`src/rtl/mips_pkg.sv`:
```
// mips_pkg: shared datapath widths and load-type encodings for the MIPS pipeline
package mips_pkg;
   localparam int DW_DEF = 32;
   localparam int RW_DEF = 5;
   localparam logic [2:0] LT_LW  = 3'd0;
   localparam logic [2:0] LT_LH  = 3'd1;
   localparam logic [2:0] LT_LHU = 3'd2;
   localparam logic [2:0] LT_LB  = 3'd3;
   localparam logic [2:0] LT_LBU = 3'd4;
endpackage

```
`src/rtl/wb_stage_load_align.sv`:
```
// load_align: extracts and extends load data from a raw memory word and flags misalignment
module load_align
   import mips_pkg::*;
#(
   parameter int DW = DW_DEF
) (
   input  logic [DW-1:0] rdata,
   input  logic [1:0]    addr_lo,
   input  logic [2:0]    load_type,
   output logic [DW-1:0] data,
   output logic          misalign
);
   logic [15:0] half;
   logic [7:0]  lane;
   assign half = addr_lo[1] ? rdata[31:16] : rdata[15:0];
   assign lane = rdata[{addr_lo, 3'b000} +: 8];
   // pick the extended field by load type; reserved codes behave as a full word
   always_comb begin
      data = load_type == LT_LH  ? {{(DW-16){half[15]}}, half} :
             load_type == LT_LHU ? {{(DW-16){1'b0}}, half} :
             load_type == LT_LB  ? {{(DW-8){lane[7]}}, lane} :
             load_type == LT_LBU ? {{(DW-8){1'b0}}, lane} : rdata;
      misalign = (load_type == LT_LH || load_type == LT_LHU) ? addr_lo[0] :
                 (load_type == LT_LB || load_type == LT_LBU) ? 1'b0 : |addr_lo;
   end
endmodule

```
`src/rtl/wb_stage.sv`:
```
// wb_stage: MEM/WB register and writeback; optional retire counter under WB_RETIRE_CNT_EN
module wb_stage
   import mips_pkg::*;
#(
   parameter int DW = DW_DEF,
   parameter int RW = RW_DEF
) (
   input  logic          clk,
   input  logic          rst,
   input  logic          stall,
   input  logic          flush,
   input  logic          in_valid,
   input  logic          in_we,
   input  logic          in_memtoreg,
   input  logic [2:0]    in_load_type,
   input  logic [1:0]    in_addr_lo,
   input  logic [RW-1:0] in_wreg,
   input  logic [DW-1:0] in_alu_result,
   input  logic [DW-1:0] in_mem_rdata,
   output logic [RW-1:0] writeReg,
   output logic [DW-1:0] Din,
   output logic          we,
   output logic          fwd_en,
   output logic [RW-1:0] fwd_reg,
   output logic [DW-1:0] fwd_data,
   output logic          misalign_err,
   output logic [31:0]   retire_cnt
);
   logic          valid, retired, wen_q, mis_q, ld_mis, bad;
   logic [RW-1:0] wreg_q;
   logic [DW-1:0] din_q, ld_data;
   load_align #(.DW(DW)) u_align (
      .rdata    (in_mem_rdata),
      .addr_lo  (in_addr_lo),
      .load_type(in_load_type),
      .data     (ld_data),
      .misalign (ld_mis)
   );
   assign bad = in_valid & in_memtoreg & ld_mis;
   // pipeline register: flush beats stall beats capture; retired marks an entry whose write already went out
   always_ff @(posedge clk or posedge rst)
      if (rst) begin
         valid        <= 1'b0;
         retired      <= 1'b0;
         wen_q        <= 1'b0;
         mis_q        <= 1'b0;
         wreg_q       <= '0;
         din_q        <= '0;
         misalign_err <= 1'b0;
      end else if (flush) begin
         valid        <= 1'b0;
         retired      <= 1'b0;
         misalign_err <= 1'b0;
      end else if (stall) begin
         retired      <= retired | valid;
         misalign_err <= 1'b0;
      end else begin
         valid        <= in_valid;
         retired      <= 1'b0;
         wen_q        <= in_we;
         mis_q        <= bad;
         wreg_q       <= in_wreg;
         din_q        <= in_memtoreg ? ld_data : in_alu_result;
         misalign_err <= bad;
      end
   assign we       = valid & wen_q & (|wreg_q) & ~retired & ~mis_q;
   assign writeReg = wreg_q;
   assign Din      = din_q;
   assign fwd_en   = we;
   assign fwd_reg  = wreg_q;
   assign fwd_data = din_q;
`ifdef WB_RETIRE_CNT_EN
   logic [31:0] cnt;
   // count each entry once, on the edge that ends its first cycle in the stage
   always_ff @(posedge clk or posedge rst)
      if (rst) cnt <= '0;
      else if (valid & ~retired) cnt <= cnt + 32'd1;
   assign retire_cnt = cnt;
`else
   assign retire_cnt = '0;
`endif
endmodule

```
`config.mk`:
```
export PLATFORM = sky130hd
export DESIGN_NAME = wb_stage
export DESIGN_NICKNAME = d
export VERILOG_FILES = /design/src/rtl/mips_pkg.sv /design/src/rtl/wb_stage_load_align.sv /design/src/rtl/wb_stage.sv
export SDC_FILE = /design/constraint.sdc
export NUM_CORES = 1
export LEC_CHECK = 0
export ABC_AREA = 1
export CORE_MARGIN = 2
export CORE_UTILIZATION = 40
export CTS_BUF_LIST = sky130_fd_sc_hd__clkbuf_8
export DETAILED_ROUTE_END_ITERATION = 10
export PLACE_DENSITY_LB_ADDON = 0.08
export SETUP_SLACK_MARGIN = 0.15
export SLEW_MARGIN = 10
export SYNTH_ARGS = -nofsm -noshare
export SYNTH_HDL_FRONTEND = slang
export SYNTH_HIERARCHICAL = 1
export SYNTH_SLANG_ARGS = --single-unit
```
`constraint.sdc`:
```
create_clock -name clk -period 1.4 [get_ports clk]
set_input_delay 0.21 -clock clk [delete_from_list [all_inputs] [get_ports clk]]
set_output_delay 0.21 -clock clk [all_outputs]
set_load 0.005 [all_outputs]
```
==> summary.txt <==
STA
  – Setup repair after global routing missed its margin: true
  – Largest clock skew in the final design: 0.0000882 ns
  – Final number of max-transition violations: 0
  – Share of the clock period used by the worst path after layout: 93.0%
  – Final-report hold violation count: 0
  – Achievable clock frequency: 0.768 GHz
  – Shortest period the worst path allows: 1.30 ns
  – Hold_ws: 0.275 ns
  – Total of endpoints with negative setup slack in the final report: 0
  – Final WS setup: 0.0980 ns
  – Sum of negative setup slack: 0 ns

Critical path
  – Data arrival time at the worst-slack endpoint: 1.09 ns
  – Critical path start-end classification: flop to output pin
  – Critical Path RT: 1.19 ns
  – Highest net fanout along the worst path: 2
  – Worst setup EP type: output pin
  – Type of element launching the critical path: flop

Layout
  – Number of flip-flops under the largest register name: 32
  – Antenna diode count: 0
  – FF+latch area: 0.00105 sq mm
  – Number of fillers in the final layout: 918
  – Fraction of layout cells with a size suffix above 1: 21.4%
  – Combined area of the multi-input logic cells: 0.00201 sq mm
  – Area grow syn2layout: 52.5%
  – Nets: 878
  – Final cell count without fillers: 909

Clock network
  – H-tree levels: 2
  – CTS tree: built
  – Clock latency on the worst-skew pair: 0.29 ns
  – Maximum buffer depth of the clock tree: 2
  – Worst-path clk slew: 0.09 ns
  – Clk root buf: sky130_fd_sc_hd__clkbuf_8
  – Number of clock buffers inserted by TritonCTS: 5
  – Num Clock Sinks: 42

Power
  – Leakage: 3.26 nW
  – Total power per unit cell area: 746 mW/mm^2
  – Design internal power: 0.00279 W
  – Comb power frac: 46.3%
  – Portion of total power attributed to the clock network: 18.4%
  – Net switching component of the power: 0.00145 W
  – Worst voltage drop across the vdd grid: 0.000369 V
  – Share of power burned in registers: 35.3%
  – Switching share of power: 34.2%

Logic synthesis
  – Top cells by instance count after synthesis: sky130_fd_sc_hd__nand2_1 (253), sky130_fd_sc_hd__nor2_1 (97), sky130_fd_sc_hd__buf_4 (78)
  – Sequential area share after synthesis: 28.2%
  – Area leader, netlist: sky130_fd_sc_hd__dfrtp_1
  – Top FF cell, synth: sky130_fd_sc_hd__dfrtp_1
  – Share of async-settable or async-resettable flops after synthesis: 100%
  – Top-area cell type share of the netlist area: 28.2%
  – Synthesized area: 0.00372 sq mm
  – Mapped Avg Cell Area: 6.09 sq um
  – Number of enable-type register cells in the synthesized netlist: 0
  – Syn Inst Count: 611
  – Number of warnings reported in the yosys synthesis log: 6
  – Number of different library cells in the post-synthesis netlist: 24
  – Flip-flop and latch count after synthesis: 42
  – Count leader, synth: sky130_fd_sc_hd__nand2_1
  – Top cells by area, synth: sky130_fd_sc_hd__dfrtp_1 (28%), sky130_fd_sc_hd__nand2_1 (26%), sky130_fd_sc_hd__buf_4 (16%), sky130_fd_sc_hd__nor2_1 (9.8%), sky130_fd_sc_hd__inv_1 (5.1%)

Floorplanning
  – Floorplan core area: 0.00915 sq mm
  – Initial Util: 40.7%
  – # rows: 35
  – Area of the die: 0.0101 sq mm
  – Io pins: 190
  – Die extent in x: 100 um
  – Chip height: 100 um

GRT
  – Antenna violations before repair: 0
  – GRT Overall Usage: 22.9%
  – Via count of the first global-routing pass: 3,937
  – Sum of overflow across all layers after global routing: 0
  – Maximum number of pins on one net before global-route repair: 43
  – Wire length of the first global-routing pass: 18,700 um

Hold path
  – Type of the most critical hold path: input pin to async pin

Routing
  – Wire length on met3: 749 um
  – Sum of met2 wire segment lengths after detailed routing: 5710 um
  – Drc violations: 0
  – 1st-iter DRT viols: 198
  – Highest Signal Layer: met4
  – DRT Wirelength: 11,600 um
  – Total iterations of the first detailed-routing run: 6
  – Routed len/inst: 12.8 um
  – Routed length on met1: 5050 um
  – Antenna Violating Nets Remaining: 0
  – Via count: 4,148
  – Via/cell ratio: 4.56

Place
  – Number of input and output port buffers inserted: 157
  – DP Wirelength: 8720 um
  – Worst slack at placement: -0.600 ns
  – RePlAce Congestion: 0.919
  – Placed Cells incl. Taps: 859

Outcome
  – Outcome: finished, final reports clean

Run
  – Reported max-cap violation count: 0
## cell usage in the layout, fill, tap and decap left out, types with 5 or more instances in the layout
master / Yosys / routed
sky130_fd_sc_hd__dlygate4sd2_1: 0 / 49
sky130_fd_sc_hd__conb_1: 1 / 32
sky130_fd_sc_hd__nor2_1: 97 / 95
sky130_fd_sc_hd__inv_2: 6 / 12
sky130_fd_sc_hd__o21ai_1: 4 / 6
sky130_fd_sc_hd__nand2_2: 3 / 7
sky130_fd_sc_hd__clkdlybuf4s15_1: 0 / 8
sky130_fd_sc_hd__buf_12: 0 / 8
sky130_fd_sc_hd__nand3_1: 17 / 13
sky130_fd_sc_hd__nand2_1: 253 / 243
sky130_fd_sc_hd__clkbuf_8: 0 / 5
sky130_fd_sc_hd__buf_6: 9 / 14
sky130_fd_sc_hd__nand4_1: 5 / 5
sky130_fd_sc_hd__clkbuf_2: 0 / 20
sky130_fd_sc_hd__inv_1: 51 / 44
sky130_fd_sc_hd__dfrtp_1: 42 / 42
sky130_fd_sc_hd__buf_4: 78 / 64
sky130_fd_sc_hd__clkdlybuf4s50_1: 0 / 68
sky130_fd_sc_hd__buf_2: 9 / 11
sky130_fd_sc_hd__a21oi_1: 9 / 7
sky130_fd_sc_hd__o211ai_1: 8 / 8
sky130_fd_sc_hd__nand2_4: 2 / 7
## metrics by stage
| step | util [%] | power [W] | area, sq um |
|---|---|---|---|
| finish | 62.0 | 0.00424 | 5680 |
| global route | 62.0 | 0.00455 | 5680 |
| CTS | 62.3 | 0.00427 | 5700 |
| detailed placement | 57.2 | 0.00337 | 5240 |
| global placement | 57.2 | 0.00335 | 5240 |
| floorplan | - | 0.00251 | 3860 |
## cell families after synthesis
group,count (synthesis),share of synthesized area (%)
flops,42,28.2
other cells,1,0.101
buf+inv,153,25.4
simple gates,384,41.5
compound gates,31,4.81
## path summary, 6_finish.rpt
check	from	to	slack, ns	cells past startpoint
setup / recovery	mis_q	we	0.1	6
hold / removal	rst	fwd_reg[2]	0.28	3
setup reg to reg	Din[29]	Din[29]	0.54	4
hold reg to reg	wen_q	wen_q	0.50	2
max in group asynchronous	rst	Din[2]	0.91	3
min in group clk	in_memtoreg	Din[22]	0.31	4
## critical path, cell delays in order (launching register included)
cell,delay (ns)
sky130_fd_sc_hd__dfrtp_1,0.39
sky130_fd_sc_hd__inv_1,0.06
sky130_fd_sc_hd__nand2_1,0.05
sky130_fd_sc_hd__nor2_1,0.08
sky130_fd_sc_hd__nand2_1,0.07
sky130_fd_sc_hd__inv_2,0.05
sky130_fd_sc_hd__clkbuf_2,0.10
## power by group through the flow
| stage | Combinational, W | Sequential (W) | Clock (W) |
|---|---|---|---|
| 5_1_grt | 0.00217 | 0.00152 | 0.000857 |
| 2_1_floorplan | 0.000975 | 0.00154 | 0 |
| 4_1_cts | 0.00197 | 0.00149 | 0.000808 |
| 6_report | 0.00196 | 0.00149 | 0.000780 |
| 3_5_place_dp | 0.00182 | 0.00155 | 0 |
| 3_3_place_gp | 0.00181 | 0.00154 | 0 |
## routing by layer
metal | global-route usage, % | vias to the layer above
li1 | - | 2110
met5 | 0 | -
met1 | 30.7 | 1874
met2 | 39.5 | 155
met3 | 3.88 | 9
met4 | 3.79 | 0
## final cells by class
class / instances / share of cell area, %
timing repair buffer: 244 / 38.2
multi-input combinational: 447 / 35.5
sequential: 42 / 18.5
inverter: 57 / 3.86
tap: 111 / 2.45
clock buffer: 5 / 1.21
clock inverter: 3 / 0.309
## what timing repair did
item                                    4_1_cts  5_1_grt
endpoints found under the setup margin      111       52
gates cloned                                  1        0
hold buffers                                  0        0
resized for setup                           179       46
pin swaps                                    16       12
buffers inserted                             38        3
No activity file was read; power rests on OpenSTA's default activity.
